**src/rtl/rx_fifo.sv**
```systemverilog
// rx_fifo: first-word-fall-through receive buffer between RX deserializer and register read path.
// Define RX_FIFO_THRESH_EN to add the i_thresh / o_thresh_hit watermark output.
module rx_fifo #(
    parameter int DATA_WIDTH = 8,
    parameter int DEPTH      = 16,
    parameter int CNT_W      = $clog2(DEPTH + 1)
) (
    input  logic                  i_clk,
    input  logic                  i_rst,
    input  logic                  i_flush,
    input  logic                  i_rx_done,
    input  logic [DATA_WIDTH-1:0] i_rx_data,
    input  logic                  i_rd_en,
    output logic [DATA_WIDTH-1:0] o_rdata,
    output logic                  o_empty,
    output logic                  o_full,
    output logic [CNT_W-1:0]      o_count,
`ifdef RX_FIFO_THRESH_EN
    output logic                  o_drop,
    input  logic [CNT_W-1:0]      i_thresh,
    output logic                  o_thresh_hit
`else
    output logic                  o_drop
`endif
);

    localparam int PTR_W = $clog2(DEPTH);

    logic [DATA_WIDTH-1:0] r_mem [DEPTH];
    logic [PTR_W-1:0]      r_wr_ptr;
    logic [PTR_W-1:0]      r_rd_ptr;
    logic [CNT_W-1:0]      r_count;
    logic                  r_drop;

    logic w_full;
    logic w_empty;
    logic w_push;
    logic w_pop;
    logic w_clear;

    assign w_full  = (r_count == CNT_W'(DEPTH));
    assign w_empty = (r_count == '0);
    assign w_clear = i_rst | i_flush;
    // A push while full is dropped even if a pop frees a slot this cycle
    assign w_push  = i_rx_done & ~w_full;
    assign w_pop   = i_rd_en & ~w_empty;

    always_ff @(posedge i_clk) begin
        if (w_push && !w_clear) begin
            r_mem[r_wr_ptr] <= i_rx_data;
        end
    end

    always_ff @(posedge i_clk) begin
        if (w_clear) begin
            r_wr_ptr <= '0;
            r_rd_ptr <= '0;
            r_count  <= '0;
            r_drop   <= 1'b0;
        end else begin
            r_drop <= i_rx_done & w_full;
            if (w_push) begin
                r_wr_ptr <= r_wr_ptr + PTR_W'(1);
            end
            if (w_pop) begin
                r_rd_ptr <= r_rd_ptr + PTR_W'(1);
            end
            case ({w_push, w_pop})
                2'b10:   r_count <= r_count + CNT_W'(1);
                2'b01:   r_count <= r_count - CNT_W'(1);
                default: r_count <= r_count;
            endcase
        end
    end

    assign o_rdata = r_mem[r_rd_ptr];
    assign o_empty = w_empty;
    assign o_full  = w_full;
    assign o_count = r_count;
    assign o_drop  = r_drop;

`ifdef RX_FIFO_THRESH_EN
    assign o_thresh_hit = (i_thresh != '0) && (r_count >= i_thresh);
`endif

endmodule

```
**config.mk**
```make
export PLATFORM = sky130hd
export DESIGN_NAME = rx_fifo
export DESIGN_NICKNAME = d
export VERILOG_FILES = /design/src/rtl/rx_fifo.sv
export SDC_FILE = /design/constraint.sdc
export NUM_CORES = 1
export LEC_CHECK = 0
export ABC_AREA = 1
export ABC_CLOCK_PERIOD_IN_PS = 2100
export BUFFER_PORTS_ARGS = -buffer_cell sky130_fd_sc_hd__buf_2
export CAP_MARGIN = 5
export CORE_MARGIN = 5
export CORE_UTILIZATION = 57
export DETAILED_ROUTE_END_ITERATION = 16
export PLACE_DENSITY = 0.77
export SYNTH_ARGS = -nofsm -noshare
export SYNTH_HDL_FRONTEND = slang
export SYNTH_SLANG_ARGS = --single-unit
```
**constraint.sdc**
```tcl
create_clock -name i_clk -period 2.1 [get_ports i_clk]
set_clock_uncertainty 0.05 [all_clocks]
set_input_delay 0.63 -clock i_clk [delete_from_list [all_inputs] [get_ports i_clk]]
set_output_delay 0.63 -clock i_clk [all_outputs]
set_load 0.05 [all_outputs]
```
# Word level (Yosys, flattened, before mapping)
# Memory sizes are Yosys's and may differ from the RTL's. A register that Yosys moved wholly into a read port is not among the register bits.
# Index checks and enable logic that the tools add are counted.
[word_totals]
wordCells = 27
mem_bits_rw = 128
register_bits = 14
n_memories = 1
[memory_table]
columns = ["memory", "words", "word_bits", "read_ports", "rd_ports_with_merged_regs", "wr", "line", "source"]
rows = [
  ["r_mem", 16, 8, 1, 1, 1, "29", "logic [DATA_WIDTH-1:0] r_mem [DEPTH];"],
]
[classes]
addsub = 4
n_reduce_logical = 4
muxes = 5
n_eq_ne = 3
n_bitwise = 6
[op_table]
columns = ["operator", "n"]
rows = [
  ["one-hot mux 5 bit (2 select lines)", 1],
  ["adder 4 x 1 -> 4 bit (second input constant)", 2],
  ["2-to-1 mux 4 bit", 2],
  ["adder 5 x 1 -> 5 bit (second input constant)", 1],
  ["equality test 5 bit (second input constant)", 1],
  ["zero test 5 bit", 1],
  ["subtractor 5 x 1 -> 5 bit (second input constant)", 1],
  ["bitwise AND 1 bit", 3],
  ["equality test 2 x 1 -> 1 bit (second input constant)", 1],
  ["equality test 2 bit (second input constant)", 1],
  ["2-to-1 mux 1 bit", 2],
  ["NOT 1 bit", 2],
  ["nonzero test 2 bit", 1],
  ["logical AND 1 bit", 1],
  ["zero test 1 bit", 1],
  ["OR 1 bit", 1],
]

# Logic depth before layout (Yosys ltp)
[logic_depth]
ltp_word = 6
mapped_depth = 15
ltp_nobuf = 15

# Least setup slack after synthesis
# OpenSTA, ideal clock, no wires.
[synth_timing]
path_kind = "register to register"
startpoint = "register r_count[1], in the netlist o_count[1]"
endpoint = "register r_count[4], in the netlist o_count[4]"
arrival_ns = 2.081
n_path_buf = 0
t_required_ns = 1.941
slack_ns = -0.140
period_less_slack_ns = 2.240
path_stages_with_launch = 15
path_cell_list = "dfxtp_1 nor2_2 nand3_2 nand2_4 ha_1 xor2_1 ha_1 inv_1 nand2_2 nand2_2 nand2_1 nand2_1 nand3_1 nand2_1 inv_1"
[synth_via]
elab_chain_cells = 5
[synth_rtl]
columns = ["element", "line", "source"]
rows = [
  ["from (decl)", "32", "logic [CNT_W-1:0] r_count;"],
  ["from (signal assigned)", "69", "2'b10: r_count <= r_count + CNT_W'(1);"],
  ["from (signal assigned)", "70", "2'b01: r_count <= r_count - CNT_W'(1);"],
  ["from (signal assigned)", "71", "default: r_count <= r_count;"],
  ["equality test 5 bit or zero test 5 bit (tied branches)", "41, 42", ""],
  ["NOT 1 bit (on tied branches)", "45, 46", ""],
  ["bitwise AND 1 bit (on tied branches)", "45, 46", ""],
  ["equality test 2 x 1 -> 1 bit or equality test 2 bit (tied branches)", "68", "case ({w_push, w_pop})"],
  ["one-hot mux 5 bit (2 select lines) or nonzero test 2 bit (tied branches)", "--", ""],
]
# Several ways; a longest one is shown, not always the timed one.
# A chain may end at the register's enable or synchronous reset.

==> implementation parameters <==
Parameter                              Value

Power and ir drop
  Switching part of the total power ... 0.259
  Power density of the placed cells ... 962 mW/mm^2
  Max rail drop VDD ... 0.490 mV
  Internal ... 5.40 mW
  Clock network fraction of total power ... 0.415
  Proportion of power drawn by flip-flops and latches ... 0.442
  Combinational power share ... 0.143
  Leak pwr ... 2.73 nW
  Net load switching power ... 1.89 mW

Hold path
  Hold-critical path depth ... 3
  Hold path startpoint ... i_rx_done
  Hold path endpoint ... o_drop
  Path class of the lowest-slack min-delay path ... in2reg

Place
  Final weighted congestion in routability-driven placement ... 0.867
  DP HPWL ... 8600 um
  Placed Cells ... 661
  Port Buffers ... 28

Global routing
  Initial antenna violation count ... 0
  Pin count of the biggest net entering global routing ... 33
  All-Layer GR Usage ... 0.223
  Global route total overflow ... 0
  First-pass GRT wire length ... 21700 um
  Number of global-route vias before repair ... 4083

Setup path
  Required time at the endpoint of the critical path ... 1420 ps
  Worst Setup Start Kind ... flip-flop
  Critical path start-end classification ... reg2out
  Startpoint of the worst register-to-register path ... o_count[2]
  Crit. End Element ... output port
  Cell count of the worst reg-to-reg path ... 15
  Endpoint arrival time on the critical path ... 2040 ps
  Delay contributed by the slowest stage of the critical path ... 380 ps
  Register-to-Register Setup Slack ... 150 ps
  Slowest-stage cell, CP ... sky130_fd_sc_hd__dfxtp_4
  Cell-by-cell trace of the critical path ... buf_6 -> buf_12 -> mux2i_2 -> o211ai_1 -> nand3_1 -> nand2_2 -> buf_8
  Reg-to-Reg End ... o_count[4]
  CP bufs+invs ... 3
  CP delay by family, top ... buffers and inverters
  Worst-path fanout max ... 14

STA
  Post-layout worst setup margin ... -622 ps
  Final hold violation count ... 0
  Max-slew violations ... 0
  Number of setup violations in the final report ... 8
  Achievable Freq ... 367 MHz
  Portion of the clock cycle consumed by the worst path in the final layout ... 1.30
  Unrepaired setup endpoints after global routing ... yes
  Time the worst path needs with I/O delays and setup ... 2720 ps
  Actual transition at the worst max-transition pin ... 568 ps
  Final TNS setup ... -4530 ps
  Slew margin rel. ... 0.621

Logic synthesis
  Cell count after synthesis ... 484
  Netlist cell types ... 28
  Post-synthesis instance area ... 0.00612 mm^2
  Synth warn ... 0
  Post-Syn Nets ... 505
  Sequential share of the synthesized area ... 0.687
  Library cell with the largest summed area after synthesis ... sky130_fd_sc_hd__edfxtp_1
  Share of synthesized flip-flops with an asynchronous set or reset ... 0
  Main flop type after synthesis ... sky130_fd_sc_hd__edfxtp_1
  EDFF count, synth ... 128
  Average size of a mapped cell ... 12.7 um^2
  Area share of the largest cell type after synthesis ... 0.628
  Seq cells post-synth ... 146
  Area contributors post-synth ... sky130_fd_sc_hd__edfxtp_1 63%, sky130_fd_sc_hd__dfxtp_1 5.9%, sky130_fd_sc_hd__mux2i_1 5.2%

CTS
  Clock latency on the worst-skew pair ... 520 ps
  Cts hold-fix bufs ... 0
  Count of clock tree sinks ... 146
  Number of buffers added by the clock tree synthesis step ... 17
  Post-CTS clock slew at the launch and capture registers of the worst setup and hold paths ... 70 ps
  Master cell of the clock root buffer ... sky130_fd_sc_hd__clkbuf_8
  Number of H-tree levels ... 4
  TritonCTS clock tree ... yes
  CTS Buffer Depth ... 2

Drt
  Number of nets with antenna violations after detailed routing ... 0
  Detailed-router iteration count before antenna repair ... 5
  Via total after detailed routing ... 4273
  Average wire per standard cell ... 21.3 um
  Total Wirelength ... 14900 um
  Starting DRC count in detailed routing ... 515
  Number of vias per cell ... 6.10
  Number of remaining DRC errors ... 0

Floorplanning
  Die Y-Extent ... 114 um
  Number of core rows ... 37
  I/O pin total ... 29
  Initial Utilization ... 0.588
  Horizontal die dimension ... 114 um
  Standard cell core area ... 0.0104 mm^2
  Die footprint ... 0.0129 mm^2

Finish
  Fraction of layout cells with a size suffix above 1 ... 0.266
  Post-layout net count ... 573
  Post-route non-filler standard cell count ... 700
  Most common cell after layout, fill and taps aside ... sky130_fd_sc_hd__edfxtp_1
  Most frequent cells in the layout ... 128 x sky130_fd_sc_hd__edfxtp_1, 52 x sky130_fd_sc_hd__inv_1, 32 x sky130_fd_sc_hd__o211ai_1, 32 x sky130_fd_sc_hd__a21oi_1, 31 x sky130_fd_sc_hd__buf_4
  Antenna diode count ... 0
  Signed area change from the synthesized netlist to the final layout ... 23.8%

Outcome
  Outcome ... finished with violations
  Violations in the final reports ... negative setup slack

Flow run
  Max Cap Viol ... 0
flip-flops by register name (all words and copies together), names as in the netlist, named ones only:
register,flops
r_mem,128
r_rd_ptr,4
o_count,5
r_wr_ptr,4
o_drop,1
worst register-to-register path, stage by stage, from the launching register on:
cell and delay [ps]:
sky130_fd_sc_hd__dfxtp_4 370, sky130_fd_sc_hd__nor2_4 170, sky130_fd_sc_hd__nand3_4 110, sky130_fd_sc_hd__nand2_4 100, sky130_fd_sc_hd__inv_4 40, sky130_fd_sc_hd__ha_2 200, sky130_fd_sc_hd__xor2_1 170, sky130_fd_sc_hd__ha_1 190
sky130_fd_sc_hd__inv_1 60, sky130_fd_sc_hd__nand2_2 70, sky130_fd_sc_hd__nand2_2 60, sky130_fd_sc_hd__nand2_1 50, sky130_fd_sc_hd__nand2_1 50, sky130_fd_sc_hd__nand3_1 60, sky130_fd_sc_hd__nand2_1 70, sky130_fd_sc_hd__inv_1 40
layer usage:
layer	global-route usage	share of wire
met4	0.0873	0.022
met5	0	0
met2	0.366	0.51
met1	0.288	0.38
met3	0.0520	0.086
synth_stat cells, types with 4 or more instances:
library cell	number
sky130_fd_sc_hd__buf_2	6
sky130_fd_sc_hd__o21ai_1	11
sky130_fd_sc_hd__nor2_1	27
sky130_fd_sc_hd__nand3_1	16
sky130_fd_sc_hd__inv_1	54
sky130_fd_sc_hd__mux2i_1	32
sky130_fd_sc_hd__o21ai_0	35
sky130_fd_sc_hd__nand4_1	5
sky130_fd_sc_hd__xor2_1	4
sky130_fd_sc_hd__edfxtp_1	128
sky130_fd_sc_hd__nand2_1	33
sky130_fd_sc_hd__o211ai_1	32
sky130_fd_sc_hd__dfxtp_1	18
sky130_fd_sc_hd__ha_1	8
sky130_fd_sc_hd__clkbuf_1	12
sky130_fd_sc_hd__a21oi_1	42
power groups by stage:
stage / registers, mW / clock network (mW) / logic (mW)
CTS: 3.23 / 3.04 / 0.892
floorplan: 3.32 / 0 / 0.567
global placement: 3.28 / 0 / 0.811
global route: 3.23 / 3.19 / 1.11
detailed placement: 3.29 / 0 / 0.833
finish: 3.22 / 3.03 / 1.04
timing repair:
item / CTS / global route
pin swaps: 2 / 13
gates cloned: 0 / 3
setup buffers: 1 / 4
gates resized for setup: 21 / 48
setup endpoints to repair: 10 / 11
per-stage QoR:
| stage | utilization | hold WS [ps] | setup slack (ps) | power, mW | cell area [um^2] |
|---|---|---|---|---|---|
| finish | 0.728 | 335 | -622 | 7.29 | 7580 |
| global route | 0.728 | 329 | -668 | 7.53 | 7580 |
| CTS | 0.703 | 314 | -598 | 7.16 | 7320 |
| detailed placement | 0.640 | 452 | -46.0 | 4.12 | 6660 |
| global placement | 0.640 | 435 | -2.16 | 4.10 | 6660 |
| floorplan | - | 419 | 85.1 | 3.88 | 6150 |
cell type report:
class                           instances  area, um^2
Timing Repair Buffer                   72         693
Multi-Input combinational cell        257        1680
Fill cell                             632        2840
Tap cell                              136         170
Inverter                               58         220
Sequential cell                       146        4220
Clock buffer                           17         414
Clock inverter                         14         179
worst max-delay path by stage:
| stage | from | end | depth (start not counted) |
|---|---|---|---|
| 5_1_grt | flip-flop | o_rdata[7] | 8 |
| 4_1_cts | flip-flop | o_rdata[0] | 7 |
| 3_5_place_dp | i_rd_en | o_count[4] | 14 |
| 3_3_place_gp | flip-flop | o_rdata[0] | 6 |
| 2_1_floorplan | flip-flop | o_rdata[5] | 8 |
| 6_report | flip-flop | o_rdata[1] | 7 |
cells by family after synthesis:
| family | Yosys count | share of synthesized area |
|---|---|---|
| XOR/XNOR | 5 | 0.00715 |
| multiplexers | 32 | 0.0523 |
| AO/OA/AOI/OAI | 121 | 0.113 |
| flip-flops | 146 | 0.687 |
| buffers and inverters | 81 | 0.0556 |
| adder cells (fa/ha/maj) | 8 | 0.0163 |
| AND/OR/NAND/NOR | 91 | 0.0695 |
(Power assumes the default switching activity.)
